`src/rtl/debounce_sync.sv`:
```
// debounce_sync: synchronizes a raw asynchronous level into clk, debounces it
// with a consecutive-stable-cycles counter, and emits edge pulses.
//
// Ports:
//   clk        in   rising-edge clock
//   reset      in   asynchronous active-low reset
//   din        in   raw asynchronous level
//   q          out  debounced registered level
//   rise       out  one-cycle pulse, first cycle q is 1 after 0
//   fall       out  one-cycle pulse, first cycle q is 0 after 1
//   glitch_cnt out  saturating count of aborted transitions
module debounce_sync #(
    parameter int SYNC_STAGES   = 2,
    parameter int STABLE_CYCLES = 4,
    parameter int GW            = 8
) (
    input  logic          clk,
    input  logic          reset,
    input  logic          din,
    output logic          q,
    output logic          rise,
    output logic          fall,
    output logic [GW-1:0] glitch_cnt
);

    typedef enum logic [1:0] {
        LOW     = 2'b00,
        RISING  = 2'b01,
        HIGH    = 2'b11,
        FALLING = 2'b10
    } state_e;

    localparam logic [7:0] LAST      = 8'(STABLE_CYCLES - 1);
    localparam bit         ONE_CYCLE = (STABLE_CYCLES == 1);

    logic [SYNC_STAGES-1:0] sync_q;
    logic                   s;

    state_e                 state_q, state_d;
    logic [7:0]             cnt_q, cnt_d;
    logic                   q_q, q_d;
    logic                   rise_q, rise_d;
    logic                   fall_q, fall_d;
    logic [GW-1:0]          glitch_q, glitch_d;
    logic                   glitch_inc;

    // Synchronizer chain; only its last stage is seen by the FSM.
    always_ff @(posedge clk or negedge reset) begin
        if (!reset) begin
            sync_q <= '0;
        end else begin
            sync_q <= {sync_q[SYNC_STAGES-2:0], din};
        end
    end

    assign s = sync_q[SYNC_STAGES-1];

    always_ff @(posedge clk or negedge reset) begin
        if (!reset) begin
            state_q  <= LOW;
            cnt_q    <= '0;
            q_q      <= 1'b0;
            rise_q   <= 1'b0;
            fall_q   <= 1'b0;
            glitch_q <= '0;
        end else begin
            state_q  <= state_d;
            cnt_q    <= cnt_d;
            q_q      <= q_d;
            rise_q   <= rise_d;
            fall_q   <= fall_d;
            glitch_q <= glitch_d;
        end
    end

    always_comb begin
        state_d    = state_q;
        cnt_d      = cnt_q;
        q_d        = q_q;
        rise_d     = 1'b0;
        fall_d     = 1'b0;
        glitch_inc = 1'b0;

        case (state_q)
            LOW: begin
                q_d = 1'b0;
                if (s) begin
                    if (ONE_CYCLE) begin
                        state_d = HIGH;
                        q_d     = 1'b1;
                        rise_d  = 1'b1;
                        cnt_d   = '0;
                    end else begin
                        state_d = RISING;
                        cnt_d   = 8'd1;
                    end
                end
            end

            RISING: begin
                if (!s) begin
                    state_d    = LOW;
                    cnt_d      = '0;
                    glitch_inc = 1'b1;
                end else if (cnt_q == LAST) begin
                    state_d = HIGH;
                    q_d     = 1'b1;
                    rise_d  = 1'b1;
                    cnt_d   = '0;
                end else begin
                    cnt_d = cnt_q + 8'd1;
                end
            end

            HIGH: begin
                q_d = 1'b1;
                if (!s) begin
                    if (ONE_CYCLE) begin
                        state_d = LOW;
                        q_d     = 1'b0;
                        fall_d  = 1'b1;
                        cnt_d   = '0;
                    end else begin
                        state_d = FALLING;
                        cnt_d   = 8'd1;
                    end
                end
            end

            FALLING: begin
                if (s) begin
                    state_d    = HIGH;
                    cnt_d      = '0;
                    glitch_inc = 1'b1;
                end else if (cnt_q == LAST) begin
                    state_d = LOW;
                    q_d     = 1'b0;
                    fall_d  = 1'b1;
                    cnt_d   = '0;
                end else begin
                    cnt_d = cnt_q + 8'd1;
                end
            end

            default: begin
                state_d = LOW;
                q_d     = 1'b0;
                cnt_d   = '0;
            end
        endcase
    end

    // Debug counter holds at all-ones rather than wrapping.
    always_comb begin
        glitch_d = glitch_q;
        if (glitch_inc && (glitch_q != '1)) begin
            glitch_d = glitch_q + GW'(1);
        end
    end

    assign q          = q_q;
    assign rise       = rise_q;
    assign fall       = fall_q;
    assign glitch_cnt = glitch_q;

endmodule
```
`config.mk`:
```
export PLATFORM = sky130hd
export DESIGN_NAME = debounce_sync
export DESIGN_NICKNAME = d
export VERILOG_FILES = /design/src/rtl/debounce_sync.sv
export SDC_FILE = /design/constraint.sdc
export NUM_CORES = 1
export LEC_CHECK = 0
export ABC_AREA = 1
export CAP_MARGIN = 10
export CORE_MARGIN = 3
export CORE_UTILIZATION = 30
export DETAILED_ROUTE_END_ITERATION = 16
export GPL_TIMING_DRIVEN = 0
export SETUP_SLACK_MARGIN = 0.3
export SYNTH_ARGS = -nofsm -noshare
export SYNTH_HDL_FRONTEND = slang
export SYNTH_SLANG_ARGS = --single-unit
```
`constraint.sdc`:
```
create_clock -name clk -period 2.2 [get_ports clk]
set_input_delay 0.33 -clock clk [delete_from_list [all_inputs] [get_ports clk]]
set_output_delay 0.33 -clock clk [all_outputs]
set_load 0.03 [all_outputs]
```
==> results of run 1 <==
-- synthesized netlist by cell type, drive strengths merged --
cell type and n:
a21oi 6, inv 26, ha 7, nand2 66, xor2 2, nor2 14, nor3 1, nand3 13
or2 1, buf 2, nand4 5, o21bai 1, o21a 1, dfrtp 23, o21ai 8, xnor2 3
o211ai 1
-- logic make-up (layout without fill, tap and decap cells) --
kind of cell	after synthesis	after routing	share of synthesized area
adder cells (fa/ha/maj)	7	7	0.0624
flip-flops	23	23	0.410
buffers and inverters	28	45	0.0873
AND/OR/NAND/NOR	100	100	0.327
AO/OA/AOI/OAI	17	17	0.0820
XOR/XNOR	5	5	0.0312
-- how the worst max path moves through the flow --
stage / start / endpoint / slack, ps / depth (start not counted)
global route: glitch_cnt[2]$_DFFE_PN0P_ / glitch_cnt[2] / 370 / 1
global placement: reset / cnt_q[5]$_DFFE_PN0P_ / 540 / 1
floorplan: glitch_cnt[0]$_DFFE_PN0P_ / glitch_cnt[7]$_DFFE_PN0P_ / 720 / 8
detailed placement: reset / cnt_q[6]$_DFFE_PN0P_ / 520 / 1
finish: glitch_cnt[2]$_DFFE_PN0P_ / glitch_cnt[2] / 450 / 1
CTS: glitch_cnt[2]$_DFFE_PN0P_ / glitch_cnt[2] / 420 / 1
-- sequential cells by signal, summed over array words and instances (netlist names) --
name        flops
sync_q          2
glitch_cnt      8
rise            1
q               1
state_q         2
cnt_q           8
fall            1
-- where the power goes --
group          leakage, nW  switching [mW]  internal, mW
registers            0.302          0.0965         0.515
clock network       0.0255           0.140         0.126
logic                0.478           0.521         0.336
-- area by class of cell --
class / count / area share
clock inverter: 1 / 0.00304
buffer: 2 / 0.0137
multi-input combinational: 129 / 0.429
sequential: 23 / 0.350
timing repair buffer: 13 / 0.0791
inverter: 26 / 0.0608
clock buffer: 3 / 0.0251
tap: 52 / 0.0395
-- routing by layer --
layer  routed length [um]  GRT usage
met5                    0          0
met4                   30     0.0316
met3                   85     0.0338
met2                 1130      0.165
met1                 1240      0.131
==> reports/results.ini, run 1 <==
[global_route]
antenna_found_initial = 0
grt_first_pass_wirelength_um = 4440
grt_max_degree = 24
grt_util_all_layers = 0.103
first_global_vias = 1021
grt-ovfl-total = 0

[worst_setup_path]
reg2reg_slack_ps = 670
required_ps = 1870
reg2regPathDepth = 10
worst_path_max_delay_cell = clkdlybuf4s50_1
cp.buffers_inverters = 1
cp_cell_sequence = clkdlybuf4s50_1
regToRegEndpoint = glitch_cnt[7]$_DFFE_PN0P_
cp-end-kind = output pin
timing.rr.start = state_q[0]$_DFFE_PN0P_
cp-start-kind = register
crit_family = buffers and inverters
critPathMaxFanout = 6
worst_path_largest_cell_delay_ps = 710
cp_data_arrival_time_ps = 1420
critPathKind = reg2out

[layout]
seq_area_um2 = 576
insertedDiodeCount = 0
fin_nets = 208
fin_util = 0.370
synthToLayoutAreaGrowth_pct = 17.2
multi_input_area_um2 = 706
final_cell_mix = nand2_1 (61), inv_1 (24), dfrtp_1 (23)
drive_above_1_share = 0.117
postLayoutCellArea_um2 = 1650
nFillCells = 458
final_cells = 249
final_common_cell = nand2_1

[floorplan]
die_height_um = 74.4
io_pins = 14
start_util = 0.316
dieArea_um2 = 5540
coreArea_um2 = 4440
rows = 24
die_w_um = 74.4

[drt]
via_count = 1099
drcViolationCount = 0
vias_per_cell = 4.41
ant_nets = 0
drtIter0Drc = 34
wirelength_um = 2490
dr.pass1.iters = 6
wl_per_cell_um = 9.98

[timing]
fin_setup_tns_ps = 0
hold_violations = 0
rsz0062_at_grt = false
setup_viol_count_final = 0
fin_ws_ps = 447
relSlewSlack = 0.300
max_freq_mhz = 571
min_period_ps = 1750
whs_ps = 356
finalCritPeriodShare = 0.797
maxSlewViolCount = 0
tightest_slew_ps = 1050
fin_skew_ps = 2.88

[status]
status = finished clean

[worst_hold_path]
min-delay-path-class = reg2reg
hold_path_depth = 0
worst_hold_path.endpoint = sync_q[1]$_DFF_PN0_
min_from = sync_q[0]$_DFF_PN0_

[cts]
path_clk_slew_ps = 80
ctsHoldBuffers = 0
cts_resized = 0
insertion_delay_ps = 260
clk_path_buf_depth = 2
numCtsBuffers = 3
htreeDepth = 1
postCtsSetupRepairBufs = 0
root_buffer = clkbuf_8
cts_tree = done
numClockSinks = 23

[power]
power_density_nw_per_um2 = 1050
power_mw = 1.73
power_leakage_nw = 0.805
irDropWorstVdd_mv = 0.339

[placement]
place_area_um2 = 1600
dp_hpwl_um = 1850
io_buffers = 13
dpl.cell_count = 245
place_ws_ps = 521
gp_congestion = 0.782

[yosys]
yosysUniqueCellTypes = 27
netlist_area_um2 = 1400
ys_top_cells_by_area = dfrtp_1 (41%), nand2_1 (16%), inv_1 (6.4%), ha_1 (6.2%), nand3_1 (4.6%)
avgSynthCellArea_um2 = 7.80
synth_top_cell_by_area = dfrtp_1
yosysTopAreaCellShare = 0.410
syn_inst = 180
ys_seq_area_frac = 0.410
synth-warning-count = 0
synth.net_count = 190
synth_seq_cells = 23

[run]
maxCapViolCount = 0

(Power assumes the default switching activity.)
==> run 2, diff against run 1 <==
==> constraint.sdc (replaced) <==
create_clock -name clk -period 1.5 [get_ports clk]
set_input_delay 0.225 -clock clk [delete_from_list [all_inputs] [get_ports clk]]
set_output_delay 0.225 -clock clk [all_outputs]
set_load 0.03 [all_outputs]
==> run 2 against run 1 <==
Compared with the run above:
- register-to-register slack worse by 560 ps
- clock skew fell by 1.5 ps
- first-iteration DRC count decreased by 12%
- worst hold slack worse by 2.2 ps
- largest cell class unchanged
- highest routed layer unchanged
==> reports/results.ini, run 2 (synthesis gave the netlist of run 1 again) <==
[placement]
gp_congestion = 0.734
place_ws_ps = -219
dpl.cell_count = 245
dp_hpwl_um = 2040
io_buffers = 13

[global_route]
first_global_vias = 1025
grt_first_pass_wirelength_um = 4890
grt_util_all_layers = 0.116
grt_max_degree = 24
antenna_found_initial = 0
grt-ovfl-total = 0

[drt]
dr.pass1.iters = 4
drcViolationCount = 0
wirelength_um = 2960
ant_nets = 0
wl_per_cell_um = 11.2
via_count = 1202
drtIter0Drc = 30
vias_per_cell = 4.55

[timing]
relSlewSlack = 0.776
tightest_slew_ps = 336
fin_setup_tns_ps = 0
fin_skew_ps = 1.34
max_freq_mhz = 717
rsz0062_at_grt = true
maxSlewViolCount = 0
min_period_ps = 1390
hold_violations = 0
fin_ws_ps = 106
setup_viol_count_final = 0
finalCritPeriodShare = 0.929

[worst_setup_path]
timing.rr.start = state_q[1]$_DFFE_PN0P_
regToRegEndpoint = cnt_q[3]$_DFFE_PN0P_
cp_data_arrival_time_ps = 1600
critPathMaxFanout = 6
cp-end-kind = register
critPathKind = reg2reg
reg2regPathDepth = 7
reg2reg_slack_ps = 110
cp-start-kind = register
required_ps = 1700

[worst_hold_path]
hold_path_depth = 0
min-delay-path-class = reg2reg
worst_hold_path.endpoint = sync_q[1]$_DFF_PN0_
min_from = sync_q[0]$_DFF_PN0_

[layout]
drive_above_1_share = 0.377
final_cells = 264
fin_nets = 223
insertedDiodeCount = 0
synthToLayoutAreaGrowth_pct = 34.7
final_cell_mix = nand2_1 (54), inv_1 (20), dfrtp_1 (20)
final_common_cell = nand2_1

[floorplan]
start_util = 0.316
dieArea_um2 = 5540
io_pins = 14
die_w_um = 74.4
rows = 24
die_height_um = 74.4
coreArea_um2 = 4440

[power]
irDropWorstVdd_mv = 0.579
swShare = 0.449
p_seq_frac = 0.314
power_frac_clock = 0.133
power_mw = 2.97
combPwrFrac = 0.553
power_leakage_nw = 0.927
power_density_nw_per_um2 = 1570
intPower_mw = 1.64
switchingPower_mw = 1.33

[status]
status = finished clean

[cts]
clk_path_buf_depth = 2
numCtsBuffers = 3
htreeDepth = 1
path_clk_slew_ps = 80
insertion_delay_ps = 270
cts_tree = done
root_buffer = clkbuf_8
numClockSinks = 23

[run]
maxCapViolCount = 0

run 2: power by group through the flow:
stage          combinational [mW]  clock, mW  sequential, mW
6_report                     1.64      0.394           0.934
5_1_grt                      1.82      0.444           0.955
4_1_cts                      1.57      0.421           0.932
3_5_place_dp                 1.42          0           0.949
3_3_place_gp                 1.40          0           0.946
2_1_floorplan               0.939          0            1.06
run 2: timing repair:
action / CTS / global route
endpoints found under the setup margin: 55 / 23
gates cloned: 1 / 0
hold buffers: 0 / 1
pin swaps: 10 / 5
buffers inserted: 8 / 4
endpoints found under the hold margin: 0 / 3
gates resized for setup: 60 / 13
run 2: routing by layer:
metal,vias up,wire (um),GRT usage
met3,5,71,0.0162
met4,0,61,0.0534
met1,555,1530,0.170
li1,630,-,-
met2,12,1300,0.167
met5,-,0,0
run 2: critical path, stage by stage, from the launching register on:
cell     delay [ps]
dfrtp_1         420
buf_6           120
ha_4            140
inv_4            40
o21a_4          230
nor2_8          140
nand2_4         100
a21oi_2         130
run 2: worst max path at each step:
stage	startpoint	end	slack [ps]	cells past startpoint
2_1_floorplan	glitch_cnt[0]$_DFFE_PN0P_	glitch_cnt[5]$_DFFE_PN0P_	170	8
3_3_place_gp	reset	glitch_cnt[1]$_DFFE_PN0P_	-200	1
3_5_place_dp	reset	glitch_cnt[1]$_DFFE_PN0P_	-220	1
4_1_cts	glitch_cnt[2]$_DFFE_PN0P_	glitch_cnt[2]	110	1
5_1_grt	state_q[1]$_DFFE_PN0P_	cnt_q[2]$_DFFE_PN0P_	20	7
6_report	state_q[1]$_DFFE_PN0P_	cnt_q[3]$_DFFE_PN0P_	110	7
run 2: final cells by class:
| class | count | area, um^2 |
|---|---|---|
| plain buffers | 2 | 22.5 |
| clock buffers | 3 | 41.3 |
| clock inverters | 1 | 5.00 |
| fillers | 463 | 2550 |
| inverters | 26 | 110 |
| multi-input cells | 129 | 838 |
| flip-flops and latches | 23 | 579 |
| well taps | 52 | 65.1 |
| repair buffers | 28 | 229 |
run 2: through the flow:
stage / hold slack, ps / util / area, um^2
2_1_floorplan: -70.6 / - / 1490
3_3_place_gp: 334 / 0.379 / 1690
3_5_place_dp: 338 / 0.379 / 1690
4_1_cts: 323 / 0.405 / 1800
5_1_grt: 358 / 0.425 / 1890
6_report: 354 / 0.425 / 1890
==> run 3, diff against run 2 <==
--- a/config.mk
+++ b/config.mk
@@ -10,7 +10,9 @@
 export CORE_MARGIN = 3
 export CORE_UTILIZATION = 30
 export DETAILED_ROUTE_END_ITERATION = 16
+export GPL_ROUTABILITY_DRIVEN = 1
 export GPL_TIMING_DRIVEN = 0
+export HOLD_SLACK_MARGIN = 0.1
 export SETUP_SLACK_MARGIN = 0.3
 export SYNTH_ARGS = -nofsm -noshare
 export SYNTH_HDL_FRONTEND = slang
==> results of run 3 <==
No change in the layout: final DEF, timing and power equal those of run 2.
